[src/rtl/tt_prio_pkg.sv]
// Shared types, widths and code decoding for the priority decoder.
//   CODE_W/IDX_W/OUT_W : code, index and one-hot output widths
//   CODE_NONE          : the "no request" code
//   state_t            : pulse sequencer states
//   decode_code()      : code -> {onehot, none, illegal}
package tt_prio_pkg;

  localparam int unsigned CODE_W = 8;
  localparam int unsigned IDX_W  = 4;
  localparam int unsigned OUT_W  = 16;
  localparam logic [CODE_W-1:0] CODE_NONE = 8'hF0;

  typedef enum logic [1:0] {
    IDLE = 2'd0,
    HOLD = 2'd1,
    GAP  = 2'd2
  } state_t;

  typedef struct packed {
    logic [OUT_W-1:0] onehot;
    logic             none;
    logic             illegal;
  } decode_t;

  // Index codes have a zero high nibble; everything else except CODE_NONE is illegal.
  function automatic decode_t decode_code(input logic [CODE_W-1:0] code);
    decode_t d;
    d = '0;
    if (code[CODE_W-1:IDX_W] == '0) begin
      d.onehot = OUT_W'(1) << code[IDX_W-1:0];
    end else if (code == CODE_NONE) begin
      d.none = 1'b1;
    end else begin
      d.illegal = 1'b1;
    end
    return d;
  endfunction

endpackage

[src/rtl/tt_prio_fifo.sv]
// Small synchronous FIFO with registered full/empty flags.
//   clk, rst_n      : clock, async active-low reset (flushes contents)
//   push_i, data_i  : write request and data (ignored when full)
//   pop_i, data_o   : read request (ignored when empty) and head entry
//   full_o, empty_o : occupancy flags
module tt_prio_fifo #(
  parameter int unsigned DEPTH = 2,
  parameter int unsigned WIDTH = 8
) (
  input  logic             clk,
  input  logic             rst_n,
  input  logic             push_i,
  input  logic [WIDTH-1:0] data_i,
  input  logic             pop_i,
  output logic [WIDTH-1:0] data_o,
  output logic             full_o,
  output logic             empty_o
);

  localparam int unsigned PTR_W = (DEPTH > 1) ? $clog2(DEPTH) : 1;
  localparam int unsigned CNT_W = $clog2(DEPTH + 1);

  logic [WIDTH-1:0] r_mem [DEPTH];
  logic [PTR_W-1:0] r_wr_ptr;
  logic [PTR_W-1:0] r_rd_ptr;
  logic [CNT_W-1:0] r_count;
  logic             r_full;
  logic             r_empty;

  logic             w_push;
  logic             w_pop;
  logic [CNT_W-1:0] w_count_nxt;

  assign w_push = push_i && !r_full;
  assign w_pop  = pop_i && !r_empty;

  // Occupancy update; flags are registered from the next count.
  always_comb begin
    w_count_nxt = r_count;
    if (w_push && !w_pop) begin
      w_count_nxt = r_count + CNT_W'(1);
    end else if (w_pop && !w_push) begin
      w_count_nxt = r_count - CNT_W'(1);
    end
  end

  // Storage, no reset needed: entries are only read when counted valid.
  always_ff @(posedge clk) begin
    if (w_push) begin
      r_mem[r_wr_ptr] <= data_i;
    end
  end

  // Pointers wrap naturally since DEPTH is a power of two.
  always_ff @(posedge clk or negedge rst_n) begin
    if (!rst_n) begin
      r_wr_ptr <= '0;
      r_rd_ptr <= '0;
      r_count  <= '0;
      r_full   <= 1'b0;
      r_empty  <= 1'b1;
    end else begin
      if (w_push) begin
        r_wr_ptr <= r_wr_ptr + PTR_W'(1);
      end
      if (w_pop) begin
        r_rd_ptr <= r_rd_ptr + PTR_W'(1);
      end
      r_count <= w_count_nxt;
      r_full  <= (w_count_nxt == CNT_W'(DEPTH));
      r_empty <= (w_count_nxt == '0);
    end
  end

  assign data_o  = r_mem[r_rd_ptr];
  assign full_o  = r_full;
  assign empty_o = r_empty;

endmodule

[src/rtl/tt_priority_decoder.sv]
// Buffers encoder codes and replays each as a timed one-hot pulse.
//   clk, rst_n                : clock, async active-low reset
//   code_i/code_valid_i       : code input, accepted when code_ready_o
//   code_ready_o              : code buffer not full
//   onehot_o, none_o          : decoded pulse / "no request" marker
//   active_o                  : high while a code is being held
//   err_o, err_clr_i          : sticky illegal-code flag and its clear
//   evt_cnt_o, cnt_clr_i      : saturating legal-pulse count and its clear
module tt_priority_decoder #(
  parameter int unsigned HOLD_CYCLES = 4,
  parameter int unsigned GAP_CYCLES  = 1,
  parameter int unsigned FIFO_DEPTH  = 2
) (
  input  logic        clk,
  input  logic        rst_n,
  input  logic [7:0]  code_i,
  input  logic        code_valid_i,
  output logic        code_ready_o,
  output logic [15:0] onehot_o,
  output logic        none_o,
  output logic        active_o,
  output logic        err_o,
  input  logic        err_clr_i,
  output logic [7:0]  evt_cnt_o,
  input  logic        cnt_clr_i
);

  import tt_prio_pkg::*;

  localparam int unsigned CNT_MAX = (HOLD_CYCLES > GAP_CYCLES) ? HOLD_CYCLES : GAP_CYCLES;
  localparam int unsigned CNT_W   = (CNT_MAX > 1) ? $clog2(CNT_MAX) : 1;
  localparam int unsigned EVT_W   = 8;
  localparam logic [CNT_W-1:0] HOLD_LOAD = CNT_W'(HOLD_CYCLES - 1);
  localparam logic [CNT_W-1:0] GAP_LOAD  = CNT_W'((GAP_CYCLES > 0) ? (GAP_CYCLES - 1) : 0);
  localparam logic [EVT_W-1:0] EVT_MAX   = '1;

  state_t             r_state;
  state_t             w_state_nxt;
  logic [CNT_W-1:0]   r_cnt;
  logic [CNT_W-1:0]   w_cnt_nxt;
  logic [OUT_W-1:0]   r_onehot;
  logic [OUT_W-1:0]   w_onehot_nxt;
  logic               r_none;
  logic               w_none_nxt;
  logic               r_err;
  logic               w_err_nxt;
  logic [EVT_W-1:0]   r_evt;
  logic [EVT_W-1:0]   w_evt_nxt;

  logic               w_pop;
  logic               w_fifo_full;
  logic               w_fifo_empty;
  logic [CODE_W-1:0]  w_fifo_data;
  decode_t            w_dec;

  tt_prio_fifo #(
    .DEPTH (FIFO_DEPTH),
    .WIDTH (CODE_W)
  ) u_fifo (
    .clk     (clk),
    .rst_n   (rst_n),
    .push_i  (code_valid_i),
    .data_i  (code_i),
    .pop_i   (w_pop),
    .data_o  (w_fifo_data),
    .full_o  (w_fifo_full),
    .empty_o (w_fifo_empty)
  );

  assign w_dec = decode_code(w_fifo_data);

  // Pulse sequencer: pops a code, holds it, then enforces the gap.
  always_comb begin
    w_state_nxt  = r_state;
    w_cnt_nxt    = r_cnt;
    w_onehot_nxt = r_onehot;
    w_none_nxt   = r_none;
    w_pop        = 1'b0;

    case (r_state)
      IDLE: begin
        if (!w_fifo_empty) begin
          w_pop       = 1'b1;
          w_state_nxt = HOLD;
          w_cnt_nxt   = HOLD_LOAD;
        end
      end
      HOLD: begin
        if (r_cnt == '0) begin
          w_onehot_nxt = '0;
          w_none_nxt   = 1'b0;
          if (GAP_CYCLES > 0) begin
            w_state_nxt = GAP;
            w_cnt_nxt   = GAP_LOAD;
          end else if (!w_fifo_empty) begin
            // No gap configured: reload on the same edge for back-to-back pulses.
            w_pop     = 1'b1;
            w_cnt_nxt = HOLD_LOAD;
          end else begin
            w_state_nxt = IDLE;
          end
        end else begin
          w_cnt_nxt = r_cnt - CNT_W'(1);
        end
      end
      GAP: begin
        if (r_cnt == '0) begin
          if (!w_fifo_empty) begin
            w_pop       = 1'b1;
            w_state_nxt = HOLD;
            w_cnt_nxt   = HOLD_LOAD;
          end else begin
            w_state_nxt = IDLE;
          end
        end else begin
          w_cnt_nxt = r_cnt - CNT_W'(1);
        end
      end
      default: begin
        w_state_nxt = IDLE;
      end
    endcase

    // Load the decoded code on every pop.
    if (w_pop) begin
      w_onehot_nxt = w_dec.onehot;
      w_none_nxt   = w_dec.none;
    end

    // Illegal load wins over a simultaneous clear.
    w_err_nxt = r_err;
    if (err_clr_i) begin
      w_err_nxt = 1'b0;
    end
    if (w_pop && w_dec.illegal) begin
      w_err_nxt = 1'b1;
    end

    // Clear wins over a simultaneous increment.
    w_evt_nxt = r_evt;
    if (w_pop && (|w_dec.onehot) && (r_evt != EVT_MAX)) begin
      w_evt_nxt = r_evt + EVT_W'(1);
    end
    if (cnt_clr_i) begin
      w_evt_nxt = '0;
    end
  end

  // State and output registers.
  always_ff @(posedge clk or negedge rst_n) begin
    if (!rst_n) begin
      r_state  <= IDLE;
      r_cnt    <= '0;
      r_onehot <= '0;
      r_none   <= 1'b0;
      r_err    <= 1'b0;
      r_evt    <= '0;
    end else begin
      r_state  <= w_state_nxt;
      r_cnt    <= w_cnt_nxt;
      r_onehot <= w_onehot_nxt;
      r_none   <= w_none_nxt;
      r_err    <= w_err_nxt;
      r_evt    <= w_evt_nxt;
    end
  end

  assign code_ready_o = !w_fifo_full;
  assign onehot_o     = r_onehot;
  assign none_o       = r_none;
  assign active_o     = (r_state == HOLD);
  assign err_o        = r_err;
  assign evt_cnt_o    = r_evt;

endmodule

[config.mk]
export PLATFORM = sky130hd
export DESIGN_NAME = tt_priority_decoder
export DESIGN_NICKNAME = d
export VERILOG_FILES = /design/src/rtl/tt_prio_pkg.sv /design/src/rtl/tt_prio_fifo.sv /design/src/rtl/tt_priority_decoder.sv
export SDC_FILE = /design/constraint.sdc
export NUM_CORES = 1
export LEC_CHECK = 0
export ABC_CLOCK_PERIOD_IN_PS = 3900
export BUFFER_PORTS_ARGS = -buffer_cell sky130_fd_sc_hd__buf_2
export CAP_MARGIN = 20
export CORE_MARGIN = 2
export CORE_UTILIZATION = 59
export CTS_CLUSTER_SIZE = 16
export DETAILED_ROUTE_END_ITERATION = 7
export MAX_ROUTING_LAYER = met4
export PLACE_DENSITY = 0.83
export SLEW_MARGIN = 20
export SYNTH_ARGS = -nofsm -noshare
export SYNTH_HDL_FRONTEND = slang
export SYNTH_SLANG_ARGS = --single-unit
export TNS_END_PERCENT = 10
[constraint.sdc]
create_clock -name clk -period 3.9 [get_ports clk]
set_clock_uncertainty 0.1 [all_clocks]
set_input_delay 0.195 -clock clk [delete_from_list [all_inputs] [get_ports clk]]
set_output_delay 0.195 -clock clk [all_outputs]
set_load 0.01 [all_outputs]
==> flow_summary.json <==
{
  "finalSetupViolations": 0,
  "swShare": 0.3786,
  "synth_common_cells": "dfrtp_1, a22o_1, edfxtp_1, nor2_1",
  "cts_buffers": 5,
  "synth_cells": 203,
  "clkPwrFrac": 0.171,
  "n_antenna_cell": 0,
  "path_max_fanout": 17,
  "crit_chain": "inv_1, ha_1, nor4b_4, nor2_1, a22o_1, a22o_1",
  "finalCritPeriodShare": 0.6361,
  "internal_power_mw": 1.039,
  "finalMaxSlewViolations": 0,
  "cts_tree": "built",
  "hpwl_um": 3372,
  "synthDominantCellAreaShare": 0.3682,
  "die_area_mm2": 0.004556,
  "drc_errors": 0,
  "crit_type": "flop to flop",
  "insertion_delay_ns": 0.29,
  "postRouteAntennaNets": 0,
  "grt_pass1_vias": 1652,
  "multiInputGateArea_um2": 910.9,
  "combPwrFrac": 0.360,
  "final_cell_count_no_fill": 305,
  "rsz0062_at_grt": "false",
  "first_iter_violations": 245,
  "vdd_drop_max_v": 0.0004113,
  "grt_pass1_wl_um": 7803,
  "wire_per_inst_um": 15.47,
  "cts_setup_buffers": 0,
  "synth-edff-count": 16,
  "rows": 23,
  "die_x_um": 67.50,
  "min_period_ns": 2.481,
  "maxCapViolations": 0,
  "routed_via_density": 5.918,
  "critPathLaunch": "r_state[0]",
  "grt_max_degree": 37,
  "vias": 1805,
  "r2r-start": "r_state[0]",
  "p_per_area_mw_per_mm2": 600.3,
  "power_leakage_nw": 1.268,
  "netlist_area_mm2": 0.002379,
  "cp.required_ns": 3.98,
  "tightest_slew_ns": 0.7755,
  "pre_cts_ws_ns": 1.395,
  "ys.warnings.count": 0,
  "p_switching_uw": 633.3,
  "cts_root_buf": "clkbuf_8",
  "overflow": 0,
  "final_layout_size_suffix_gt1_frac": 0.2157,
  "htree_levels": 2,
  "yosysTopAreaCell": "dfrtp_1",
  "highest_layer": "met4",
  "synth_most_common_cell": "dfrtp_1",
  "hp-start": "cnt_clr_i",
  "fillers": 276,
  "start_kind": "flop",
  "ys.flop_type": "dfrtp_1",
  "post_dp_cell_area_mm2": 0.002597,
  "dp_cells": 286,
  "coreArea_mm2": 0.003943,
  "port_buffers": 40,
  "finalWeightedCongestion": 0.7891,
  "synth.distinct_cells": 43,
  "setup_slack_ns": 1.419,
  "path_clk_slew_ns": 0.09,
  "die_h_um": 67.50,
  "critPathMostFrequentCell": "a22o_1",
  "synth_area_leaders": "dfrtp_1, edfxtp_1, a22o_1",
  "nets": 272,
  "slew_headroom": 0.4830,
  "clock_path_buffers": 2,
  "total_power_mw": 1.673,
  "wl_met1_um": 2212,
  "arrival_ns": 2.57,
  "status": "completed",
  "slowest_stage": "a22o_1",
  "clock-sinks": 52,
  "wl_met2_um": 2278,
  "max_freq_mhz": 403.1,
  "synth-async-reset-ratio": 0.6923,
  "dr.pass1.iters": 4,
  "regArea_mm2": 0.001383,
  "route.met3.wl_um": 202,
  "initial_utilization": 0.6033,
  "slowest_delay_ns": 0.46,
  "area_growth_pct": 17.15,
  "grt_antenna_before_repair": 0,
  "drt_wl_total_um": 4718,
  "grtUsageTotal": 0.2354,
  "synth.avg_cell_area_um2": 11.72,
  "end_kind": "flop",
  "yosysSeqAreaShare": 0.5813,
  "io_pins": 41,
  "hold_class": "input port to flop",
  "ys_ff_latch": 52,
  "power_frac_seq": 0.468,
  "synth_fp_nets": 221,
  "final_area_mm2": 0.002786,
  "finalHoldViolCount": 0,
  "finalSetupTns_ns": 0
}
cells in the final DEF (no fill, tap or decap), drive strengths merged, types with 4 or more instances in the layout:
cell,n
or4,5
a21oi,11
xnor2,4
dfrtp,35
edfxtp,16
nor2b,5
ha,5
nor2,13
buf,41
inv,11
nand3,7
o21ai,4
o22ai,7
o31ai,5
dlygate4sd3,10
a22o,20
nand2,10
clkbuf,7
nor3,8
through the flow:
stage / utilization / hold slack, ns
CTS: 0.7049 / 0.06749
detailed placement: 0.6588 / 0.2202
finish: 0.7068 / 0.08011
global placement: 0.6588 / 0.2138
global route: 0.7068 / 0.08943
floorplan: - / -0.2006
critical path: cells and delay by family (launching register included):
kind | cells | cell delay (ns)
compound gates | 2 | 0.79
simple gates | 2 | 0.64
flops | 1 | 0.44
fa+ha+maj | 1 | 0.27
buf+inv | 1 | 0.13
final timing paths:
| path | end | slack, ns | depth (start not counted) |
|---|---|---|---|
| worst min register to register | onehot_o[10] | 0.40 | 1 |
| min in group asynchronous | evt_cnt_o[6] | 0.41 | 2 |
| worst max register to register | onehot_o[3] | 1.42 | 6 |
| worst max-delay path | onehot_o[3] | 1.42 | 6 |
| max in group asynchronous | err_o | 2.80 | 2 |
| worst min-delay path | evt_cnt_o[0] | 0.08 | 2 |
cell families after synthesis:
| family | share of synthesized area |
|---|---|
| AOI/OAI and AO/OA | 0.1904 |
| xor gates and xnor gates | 0.01473 |
| adders and majority gates | 0.02630 |
| buffers and inverters | 0.03577 |
| DFF | 0.5813 |
| muxes | 0.009468 |
| and+or+nand+nor | 0.1420 |
layout make-up:
| cell class | count | area share |
|---|---|---|
| multi-input combinational | 133 | 0.3269 |
| sequential | 52 | 0.4962 |
| clock inverter | 1 | 0.001796 |
| timing repair buffer | 51 | 0.1105 |
| clock buffer | 7 | 0.02739 |
| inverter | 11 | 0.01482 |
| tap | 50 | 0.02245 |
flip-flops by register name (all words and copies together) (netlist names):
register	cells
r_state	2
u_fifo.r_rd_ptr	1
onehot_o	16
u_fifo.r_count	2
err_o	1
u_fifo.full_o	1
none_o	1
r_cnt	2
u_fifo.r_mem	16
evt_cnt_o	8
u_fifo.r_wr_ptr	1
u_fifo.empty_o	1
power groups by stage:
stage          Combinational (mW)  Clock (mW)  Sequential [mW]
2_1_floorplan               0.512           0            0.753
3_3_place_gp                0.569           0            0.785
3_5_place_dp                0.585           0            0.792
4_1_cts                     0.596       0.291            0.780
5_1_grt                     0.678       0.313            0.798
6_report                    0.603       0.287            0.783
routing by layer:
layer / vias up / track usage
li1: 876 / -
met1: 872 / 0.3264
met2: 55 / 0.3640
met3: 2 / 0.04667
met4: 0 / 0.04592
met5: - / -
what timing repair did:
item,4_1_cts,5_1_grt
hold buffers,10,0
resized for setup,0,0
hold endpoints to repair,52,0
(Power assumes the default switching activity.)
